File: src/rtl/pkt_buf_pkg.sv
// Shared constants and types for the packet buffer address manager.
package pkt_buf_pkg;

  localparam int unsigned SLOT_NUM  = 64;
  localparam int unsigned SLOT_AW   = 6;
  localparam int unsigned SLOT_WLOG = 5;
  localparam int unsigned ADDR_W    = SLOT_AW + SLOT_WLOG;
  localparam int unsigned DATA_W    = 134;

  // Word position tags carried in the top two data bits
  localparam logic [1:0] HEAD = 2'b01;
  localparam logic [1:0] MID  = 2'b11;
  localparam logic [1:0] TAIL = 2'b10;

  typedef enum logic {
    W_IDLE,
    W_PKT
  } wr_state_e;

  typedef enum logic [1:0] {
    R_IDLE,
    R_BUSY,
    R_GAP
  } rd_state_e;

  // RAM word address of the first word of a slot
  function automatic logic [ADDR_W-1:0] slot_base(input logic [SLOT_AW-1:0] id);
    return {id, {SLOT_WLOG{1'b0}}};
  endfunction

endpackage

File: src/rtl/sync_fifo.sv
// Single-clock FIFO with show-ahead read data and registered count/empty/full.
module sync_fifo #(
  parameter int unsigned WIDTH = 6,
  parameter int unsigned DEPTH = 64
) (
  input  logic                     clk,
  input  logic                     rst_n,
  input  logic                     push,
  input  logic [WIDTH-1:0]         wdata,
  input  logic                     pop,
  output logic [WIDTH-1:0]         rdata,
  output logic [$clog2(DEPTH):0]   count,
  output logic                     empty,
  output logic                     full
);

  localparam int unsigned AW = $clog2(DEPTH);
  localparam int unsigned CW = AW + 1;

  logic [WIDTH-1:0] mem [DEPTH];
  logic [AW-1:0]    wr_ptr;
  logic [AW-1:0]    rd_ptr;
  logic [CW-1:0]    count_nxt_c;
  logic             do_push_c;
  logic             do_pop_c;

  assign do_pop_c  = pop && !empty;
  assign do_push_c = push && (!full || do_pop_c);
  assign rdata     = mem[rd_ptr];

  // Next occupancy; simultaneous push and pop leave it unchanged
  always_comb begin
    count_nxt_c = count;
    if (do_push_c && !do_pop_c) begin
      count_nxt_c = count + CW'(1);
    end else if (!do_push_c && do_pop_c) begin
      count_nxt_c = count - CW'(1);
    end
  end

  // Storage array, not reset
  always_ff @(posedge clk) begin
    if (do_push_c) begin
      mem[wr_ptr] <= wdata;
    end
  end

  // Pointers and status flags
  always_ff @(posedge clk or negedge rst_n) begin
    if (!rst_n) begin
      wr_ptr <= '0;
      rd_ptr <= '0;
      count  <= '0;
      empty  <= 1'b1;
      full   <= 1'b0;
    end else begin
      if (do_push_c) wr_ptr <= wr_ptr + AW'(1);
      if (do_pop_c)  rd_ptr <= rd_ptr + AW'(1);
      count <= count_nxt_c;
      empty <= (count_nxt_c == '0);
      full  <= (count_nxt_c == CW'(DEPTH));
    end
  end

  // Overflow and underflow never happen in correct use
  always_ff @(posedge clk) begin
    if (rst_n) begin
      assert (!(push && full && !pop)) else $error("sync_fifo: push into full fifo");
      assert (!(pop && empty)) else $error("sync_fifo: pop from empty fifo");
    end
  end

endmodule

File: src/rtl/pkt_addr_mgmt.sv
// Packet buffer address manager: slot allocation, read ordering and slot recycling.
module pkt_addr_mgmt
  import pkt_buf_pkg::*;
(
  input  logic                clk,
  input  logic                rst_n,
  input  logic                in_pkt_sop,
  input  logic [DATA_W-1:0]   in_pkt_data,
  input  logic                in_pkt_data_wr,
  output logic [ADDR_W-1:0]   addr2data_waddr,
  output logic                addr2data_waddr_wr,
  output logic [ADDR_W-1:0]   addr2data_raddr,
  output logic                addr2data_raddr_wr,
  input  logic                in_cache_valid_wr,
  input  logic                in_out_rdy,
  output logic                out_pkt_drop,
  output logic [SLOT_AW:0]    out_free_cnt,
  output logic                out_init_done
);

  localparam int unsigned CNT_W  = SLOT_AW + 1;
  localparam int unsigned WCNT_W = SLOT_WLOG + 1;
  localparam logic [CNT_W-1:0]  SLOT_NUM_C   = CNT_W'(SLOT_NUM);
  localparam logic [WCNT_W-1:0] SLOT_WORDS_C = WCNT_W'(1 << SLOT_WLOG);

  logic [CNT_W-1:0]   init_cnt;
  logic               init_push_c;

  logic               free_push_c;
  logic [SLOT_AW-1:0] free_wdata_c;
  logic [SLOT_AW-1:0] free_rdata;
  logic               unused_free_empty;
  logic               unused_free_full;

  logic               ready_push_c;
  logic               ready_pop_c;
  logic [SLOT_AW-1:0] ready_rdata;
  logic               ready_empty;
  logic [SLOT_AW:0]   unused_ready_cnt;
  logic               unused_ready_full;

  wr_state_e          wr_state;
  wr_state_e          wr_state_nxt;
  logic [SLOT_AW-1:0] wr_id;
  logic [WCNT_W-1:0]  wcnt;
  logic [WCNT_W-1:0]  wcnt_nxt;
  logic               alloc_c;
  logic               drop_c;

  rd_state_e          rd_state;
  rd_state_e          rd_state_nxt;
  logic [SLOT_AW-1:0] rd_id;
  logic               release_c;

  logic [1:0]         tag_c;
  logic               unused_data;

  assign tag_c       = in_pkt_data[DATA_W-1 -: 2];
  assign unused_data = ^in_pkt_data[DATA_W-3:0];

  // Free list initialisation: push ids 0..SLOT_NUM-1, then flag completion
  assign init_push_c = (init_cnt != SLOT_NUM_C);

  always_ff @(posedge clk or negedge rst_n) begin
    if (!rst_n) begin
      init_cnt      <= '0;
      out_init_done <= 1'b0;
    end else begin
      if (init_push_c) init_cnt <= init_cnt + CNT_W'(1);
      out_init_done <= !init_push_c;
    end
  end

  // Free list is fed by init first, then by read-done recycling
  assign free_push_c  = init_push_c || release_c;
  assign free_wdata_c = init_push_c ? init_cnt[SLOT_AW-1:0] : rd_id;

  sync_fifo #(.WIDTH(SLOT_AW), .DEPTH(SLOT_NUM)) free_fifo (
    .clk   (clk),
    .rst_n (rst_n),
    .push  (free_push_c),
    .wdata (free_wdata_c),
    .pop   (alloc_c),
    .rdata (free_rdata),
    .count (out_free_cnt),
    .empty (unused_free_empty),
    .full  (unused_free_full)
  );

  sync_fifo #(.WIDTH(SLOT_AW), .DEPTH(SLOT_NUM)) ready_fifo (
    .clk   (clk),
    .rst_n (rst_n),
    .push  (ready_push_c),
    .wdata (wr_id),
    .pop   (ready_pop_c),
    .rdata (ready_rdata),
    .count (unused_ready_cnt),
    .empty (ready_empty),
    .full  (unused_ready_full)
  );

  // Write FSM next state: allocate on sop, queue the slot on tail
  always_comb begin
    wr_state_nxt = wr_state;
    wcnt_nxt     = wcnt;
    alloc_c      = 1'b0;
    drop_c       = 1'b0;
    ready_push_c = 1'b0;
    case (wr_state)
      W_IDLE: begin
        if (in_pkt_sop) begin
          if (out_init_done && (out_free_cnt != '0)) begin
            alloc_c      = 1'b1;
            wcnt_nxt     = '0;
            wr_state_nxt = W_PKT;
          end else begin
            drop_c = 1'b1;
          end
        end
      end
      W_PKT: begin
        if (in_pkt_data_wr) begin
          if (wcnt != SLOT_WORDS_C) wcnt_nxt = wcnt + WCNT_W'(1);
          if (tag_c == TAIL) begin
            ready_push_c = 1'b1;
            wcnt_nxt     = '0;
            wr_state_nxt = W_IDLE;
          end
        end
      end
      default: wr_state_nxt = W_IDLE;
    endcase
  end

  // Write FSM state and write-side output registers
  always_ff @(posedge clk or negedge rst_n) begin
    if (!rst_n) begin
      wr_state           <= W_IDLE;
      wcnt               <= '0;
      wr_id              <= '0;
      addr2data_waddr    <= '0;
      addr2data_waddr_wr <= 1'b0;
      out_pkt_drop       <= 1'b0;
    end else begin
      wr_state           <= wr_state_nxt;
      wcnt               <= wcnt_nxt;
      addr2data_waddr_wr <= alloc_c;
      out_pkt_drop       <= drop_c;
      if (alloc_c) begin
        wr_id           <= free_rdata;
        addr2data_waddr <= slot_base(free_rdata);
      end
    end
  end

  // Read FSM next state: issue oldest ready packet, recycle on read-done, then one idle cycle
  always_comb begin
    rd_state_nxt = rd_state;
    ready_pop_c  = 1'b0;
    release_c    = 1'b0;
    case (rd_state)
      R_IDLE: begin
        if (!ready_empty && in_out_rdy) begin
          ready_pop_c  = 1'b1;
          rd_state_nxt = R_BUSY;
        end
      end
      R_BUSY: begin
        if (in_cache_valid_wr) begin
          release_c    = 1'b1;
          rd_state_nxt = R_GAP;
        end
      end
      R_GAP:   rd_state_nxt = R_IDLE;
      default: rd_state_nxt = R_IDLE;
    endcase
  end

  // Read FSM state and read-side output registers
  always_ff @(posedge clk or negedge rst_n) begin
    if (!rst_n) begin
      rd_state           <= R_IDLE;
      rd_id              <= '0;
      addr2data_raddr    <= '0;
      addr2data_raddr_wr <= 1'b0;
    end else begin
      rd_state           <= rd_state_nxt;
      addr2data_raddr_wr <= ready_pop_c;
      if (ready_pop_c) begin
        rd_id           <= ready_rdata;
        addr2data_raddr <= slot_base(ready_rdata);
      end
    end
  end

  // Packet protocol sanity: valid word tags and no slot overrun
  always_ff @(posedge clk) begin
    if (rst_n && (wr_state == W_PKT) && in_pkt_data_wr) begin
      assert (wcnt != SLOT_WORDS_C) else $error("pkt_addr_mgmt: packet longer than a slot");
      assert ((tag_c == HEAD) || (tag_c == MID) || (tag_c == TAIL))
        else $error("pkt_addr_mgmt: invalid word tag");
    end
  end

endmodule
File: config.mk
export PLATFORM = sky130hd
export DESIGN_NAME = pkt_addr_mgmt
export DESIGN_NICKNAME = d
export VERILOG_FILES = /design/src/rtl/pkt_buf_pkg.sv /design/src/rtl/sync_fifo.sv /design/src/rtl/pkt_addr_mgmt.sv
export SDC_FILE = /design/constraint.sdc
export NUM_CORES = 1
export LEC_CHECK = 0
export ABC_AREA = 1
export CAP_MARGIN = 20
export CORE_MARGIN = 1
export CORE_UTILIZATION = 60
export CTS_CLUSTER_DIAMETER = 150
export DETAILED_ROUTE_END_ITERATION = 10
export DONT_BUFFER_PORTS = 1
export PLACE_DENSITY = 0.76
export RECOVER_POWER = 50
export SETUP_SLACK_MARGIN = 0.05
export SLEW_MARGIN = 20
export SYNTH_ARGS = -nofsm -noshare
export SYNTH_HDL_FRONTEND = slang
export SYNTH_HIERARCHICAL = 1
export SYNTH_SLANG_ARGS = --single-unit
File: constraint.sdc
create_clock -name clk -period 3.25 [get_ports clk]
set_input_delay 0.1625 -clock clk [delete_from_list [all_inputs] [get_ports clk]]
set_output_delay 0.1625 -clock clk [all_outputs]
set_load 0.01 [all_outputs]
# == Word-level counts from Yosys, hierarchy flattened ==
# Memories as Yosys holds them, arrays and structs flattened. A register that Yosys moved wholly into a read port is not among the register bits.
# Cells that the tools add are included.
# word_totals
ramBits,768
inputBits,140
ff_bits,56
wordCells,93
out_inout_bits,33
n_memories,2
# op_classes
reduce_logical,29
eq_ne,7
addsub,9
n_bitwise,1
muxes,28
# mem_list
name,depth,word_bits,read_ports,rd_ports_with_merged_regs,wr,line_no,source
free_fifo.mem,64,6,1,1,1,sync_fifo.sv:20,logic [WIDTH-1:0] mem [DEPTH];
ready_fifo.mem,64,6,1,1,1,sync_fifo.sv:20,
# op_table
cell,n
two-way mux 7 bit,4
"adder 6 x 1 -> 6 bit, second input constant",4
"adder 7 x 1 -> 7 bit, second input constant",3
two-way mux 1 bit,19
"equality test 7 bit, second input constant",2
zero test 7 bit,2
"subtractor 7 x 1 -> 7 bit, second input constant",2
zero test 1 bit,11
logical AND 1 bit,10
"inequality test 7 bit, second input constant",1
nonzero test 7 bit,1
two-way mux 6 bit,1
two-way mux 2 bit,2
"inequality test 2 bit, second input constant",2
one-hot mux 2 bit (2 select lines),1
logical OR 1 bit,3
"equality test 2 x 1 -> 1 bit, second input constant",1
"equality test 2 bit, second input constant",1
zero test 2 bit,1
one-hot mux 1 bit (2 select lines),1
AND reduction 2 bit,1
inverter 1 bit,1

# == Depth between registers and ports, before layout ==
# logic_depth
ltp_word,13
ltp_mapped,16
mapped_depth_nobuf,16

# == Cells and area by module ==
# The synthesis kept the hierarchy.
# by_module_without_submodules
module,n_inst,area_per_inst_um2,cells_per_inst,seq_area_each_um2
sync_fifo (ready_fifo),1,16861.2,1509,12057.8
sync_fifo (free_fifo),1,16844.9,1493,12057.8
pkt_addr_mgmt,1,1253.7,147,650.6

# == Worst setup path before layout ==
# No wires, ideal clock.
# synth_path
path_type,register to register
startpoint,register free_fifo.count[4]
endpoint,"memory free_fifo.mem[12][0], enable pin"
required_ps,2900
stages_incl_launch_ff,14
arrival_time_ps,2172
setup_ps,350
setup_slack_ps,728
path_buffers,1
synth_period_minus_slack_ps,2522
cell_sequence,dfrtp_1 > inv_1 > nand2_1 > nor2_1 > nand2_1 > nand3_2 > inv_1 > nand2_2 > inv_1 > o21ai_2 > inv_1 > buf_2 > nand4_2 > nor2_1
# synth_between
elab_chain_len,10
# synth_rtl
element,line_no,source
from (decl),sync_fifo.sv:12,"output logic [$clog2(DEPTH):0] count,"
from (signal assigned),sync_fifo.sv:59,count <= count_nxt_c;
nonzero test 7 bit,pkt_addr_mgmt.sv:112,if (out_init_done && (out_free_cnt != '0)) begin
logical AND 1 bit,pkt_addr_mgmt.sv:112,
two-way mux 1 bit,pkt_addr_mgmt.sv:112,
two-way mux 1 bit,pkt_addr_mgmt.sv:111,if (in_pkt_sop) begin
two-way mux 1 bit,pkt_addr_mgmt.sv:109,case (wr_state)
via alloc_c,pkt_addr_mgmt.sv:47,logic alloc_c;
logical AND 1 bit,sync_fifo.sv:27,assign do_pop_c = pop && !empty;
logical OR 1 bit,sync_fifo.sv:28,assign do_push_c = push && (!full || do_pop_c);
logical AND 1 bit,sync_fifo.sv:28,
two-way mux 1 bit,sync_fifo.sv:43,if (do_push_c) begin
two-way mux 1 bit (implied by the code),sync_fifo.sv:44,mem[wr_ptr] <= wdata;
to (decl),sync_fifo.sv:20,
# The timed path passes the listed nets, and every way through them passes these cells.

# == Worst setup path in the final report ==
# layout_path
startpoint,register wr_id[3]
endpoint,memory ready_fifo.mem[48][3] (data pin)
# layout_rtl
element,line_no,source
from (decl),pkt_addr_mgmt.sv:44,logic [SLOT_AW-1:0] wr_id;
from (signal assigned),pkt_addr_mgmt.sv:150,wr_id <= free_rdata;
to (decl),sync_fifo.sv:20,
# Straight into the memory's write port.

==> out/metrics.csv <==
metric;value;unit
status;finished, violations left;
violations;max-capacitance violations, max-slew violations;
synthCells;3149;
crit_path_end_kind;register;
routed_wl;83.6;mm
path_buf_inv;1;
synth_top_family_by_area;simple AND/OR/NAND/NOR gates;
fin_crit_sh;94.8;%
drive_gt1_share;8.20;%
placed_cells_incl_taps;3877;
drt-pass1-iter-count;7;
synth_fa_ha_area_share;0.358;%
p_int;18.4;mW
coreArea;57600;sq um
cts_buffer_depth;3;
vdd_drop_max;0.000816;V
p_sw;7.00;mW
antenna_found_initial;0;
worstSetupPathType;register to register;
worst_pin_slew;2.01;ns
synth-main-ff-cell;edfxtp_1;
cts.clk_slew.worst_paths;0.06;ns
cts_tree;built;
hold_class;input port to register;
worstPathArrival;3.23;ns
area_growth;11.3;%
total_power;25.4;mW
sw_frac_of_total;27.6;%
grt.overflow.total;0;
ios;173;
grt_pass1_wl;131;mm
seqPwrFrac;47.1;%
yosysWarnings;6;
p_clk_share;37.2;%
final-hold-violation-count;0;
drcViolationCount;0;
period_needed;3.08;ns
globalplace.congestion;0.882;
ys_seq_area_share;70.8;%
die_w;243;microns
synthArstFlopShare;8.13;%
grt.total_usage;28.6;%
ant_nets;0;
io_buffers;0;
cts_root_buf;clkbuf_16;
cpPeakStageDelay;1.53;ns
path_delay_family;buffers and inverters;
grt_pass1_vias;24100;
pre_cts_ws;0.0811;ns
p_comb_share;15.7;%
setup_viol;0;
power_density;653;nW/um^2
yosys-mux-area-fraction;0;%
dieArea;59200;sq um
cts_buffers;81;
antennaDiodeCount;0;
finClkSkew;0.0213;ns
avgSynthCellArea;11.1;sq um
synth_edf_count;768;
avgRoutedWirePerCell;20.7;microns
p_leak;15.3;nW
syn-cell-area;35000;sq um
start_util;60.7;%
cp_max_fo;42;
cts.sinks;836;
worst_slack;0.168;ns
slew_headroom;-34.3;%
hpwl;50.0;mm
required;3.40;ns
avgViaCountPerCell;5.98;
synth_compound_area_share;0.469;%
finalMaxSlewViolations;426;
synth_cell_types;37;
clk-insertion-delay-late;0.63;ns
postCtsSetupBuffers;0;
fin_util;67.6;%
synth_xor_area_share;0.676;%
nets;3354;
max_freq;324;MHz
cp_slowest_cell;dlymetal6s4s_1;
drtIter0Drc;2654;
critPathLaunchType;register;
row_count;88;
synth_simple_gate_area_share;24.3;%
synth_seq_cells;836;
htreeDepth;3;
die_y;243;microns
drv_cap;9;
fin_cells;4032;
rsz0062_at_grt;no;
grt_max_degree;194;
finalSetupTns;0;ns
via_count;24100;
path_cells;dlymetal6s4s_1;
-- metal layers --
layer	vias up	wire length [microns]	global-route usage [%]
li1	11000	-	-
met1	11600	30600	35.6
met2	1274	42100	48.7
met3	257	7020	4.52
met4	0	3860	14.5
met5	-	0	0
-- flip-flops by register name, summed over array words and instances, names as in the netlist, 2 cells and up --
name               flops
ready_fifo/count       7
free_fifo/mem        384
wr_id                  6
ready_fifo/wr_ptr      6
free_fifo/rd_ptr       6
free_fifo/count        7
ready_fifo/mem       384
ready_fifo/rd_ptr      6
free_fifo/wr_ptr       6
rd_state               2
rd_id                  6
init_cnt               7
-- metrics by stage --
stage	hold slack, ns	cell area (sq um)
3_3_place_gp	-0.130	36300
5_1_grt	0.118	38900
6_report	0.117	38900
3_5_place_dp	-0.129	36300
2_1_floorplan	-0.133	35000
4_1_cts	0.0358	39100
-- cells in the mapped netlist, drive strengths merged (10+ instances only) --
| master | number | share of area, % |
|---|---|---|
| nand4 | 23 | 0.54 |
| clkbuf | 48 | 0.52 |
| xor2 | 25 | 0.63 |
| buf | 127 | 1.8 |
| dfrtp | 66 | 4.7 |
| nor3 | 12 | 0.23 |
| o21ai | 21 | 0.32 |
| edfxtp | 768 | 66 |
| nand2 | 1097 | 12 |
| ha | 10 | 0.36 |
| nand3 | 686 | 9.8 |
| inv | 86 | 0.93 |
| nor2 | 159 | 1.7 |
-- power by group through the flow --
stage,Combinational (mW),Sequential (mW),Clock [mW]
3_3_place_gp,3.72,12.2,0
4_1_cts,3.93,11.9,9.57
5_1_grt,4.30,12.0,9.98
6_report,3.99,12.0,9.46
2_1_floorplan,2.81,12.0,0
3_5_place_dp,3.86,12.2,0
-- path summary, 6_finish.rpt --
path | slack (ns) | startpoint | end | depth (start not counted)
max | 0.17 | wr_id[3] | ready_fifo/mem[48][3] | 1
min | 0.12 | in_pkt_data_wr | ready_fifo/wr_ptr[0] | 5
max reg2reg | 0.17 | wr_id[3] | ready_fifo/mem[48][3] | 1
min reg2reg | 0.49 | init_cnt[6] | init_cnt[6] | 1
max in group asynchronous | 1.35 | rst_n | free_fifo/rd_ptr[0] | 2
min in group asynchronous | 0.59 | rst_n | ready_fifo/count[3] | 2
-- cells by family (layout without fill, tap and decap cells) --
group / after synthesis / after routing
adders and majority gates: 10 / 10
and+or+nand+nor: 1983 / 1983
buffers and inverters: 263 / 372
xor gates and xnor gates: 27 / 27
AOI/OAI and AO/OA: 29 / 29
other: 1 / 10
DFF: 836 / 836
-- cell usage in the layout, fill, tap and decap left out, types with 2 or more instances in the layout --
master,synthesis,routed
dfrtp_1,66,62
nor2_2,1,6
clkbuf_1,48,35
nor3_2,4,2
o21ai_0,18,18
clkbuf_8,0,6
nor2_1,158,153
nor3_1,8,10
nor4_1,0,2
dfrtp_2,0,2
dfrtp_4,0,2
clkbuf_16,0,85
ha_1,10,10
nand4_1,16,16
nand2_2,3,5
o211ai_1,3,3
clkinv_2,0,10
clkinv_1,2,14
edfxtp_1,768,768
dlygate4sd3_1,0,8
inv_6,0,2
buf_4,13,94
nand3_1,684,686
inv_1,73,73
conb_1,1,10
clkbuf_2,0,9
clkinv_4,0,2
bufinv_16,0,9
dlymetal6s4s_1,0,2
inv_2,12,9
xnor2_1,2,2
inv_4,1,3
a21oi_1,3,3
xor2_1,25,25
nand2_1,1094,1092
nand4_2,7,6
o21ai_2,2,2
buf_12,0,10
-- repair_timing --
item	in CTS	in global routing
endpoints found under the hold margin	87	0
endpoints found under the setup margin	6	85
cloned	0	0
pin swaps	0	0
hold buffers	9	0
resized for setup	1	6
-- layout make-up --
| type | instances | area (sq um) |
|---|---|---|
| Multi-Input combinational cell | 2059 | 9040 |
| Inverter | 88 | 342 |
| Fill cell | 3897 | 18700 |
| Tap cell | 765 | 957 |
| Sequential cell | 836 | 24800 |
| Clock buffer | 111 | 2280 |
| Clock inverter | 35 | 400 |
| Timing Repair Buffer | 138 | 1110 |
(Power assumes the default switching activity.)
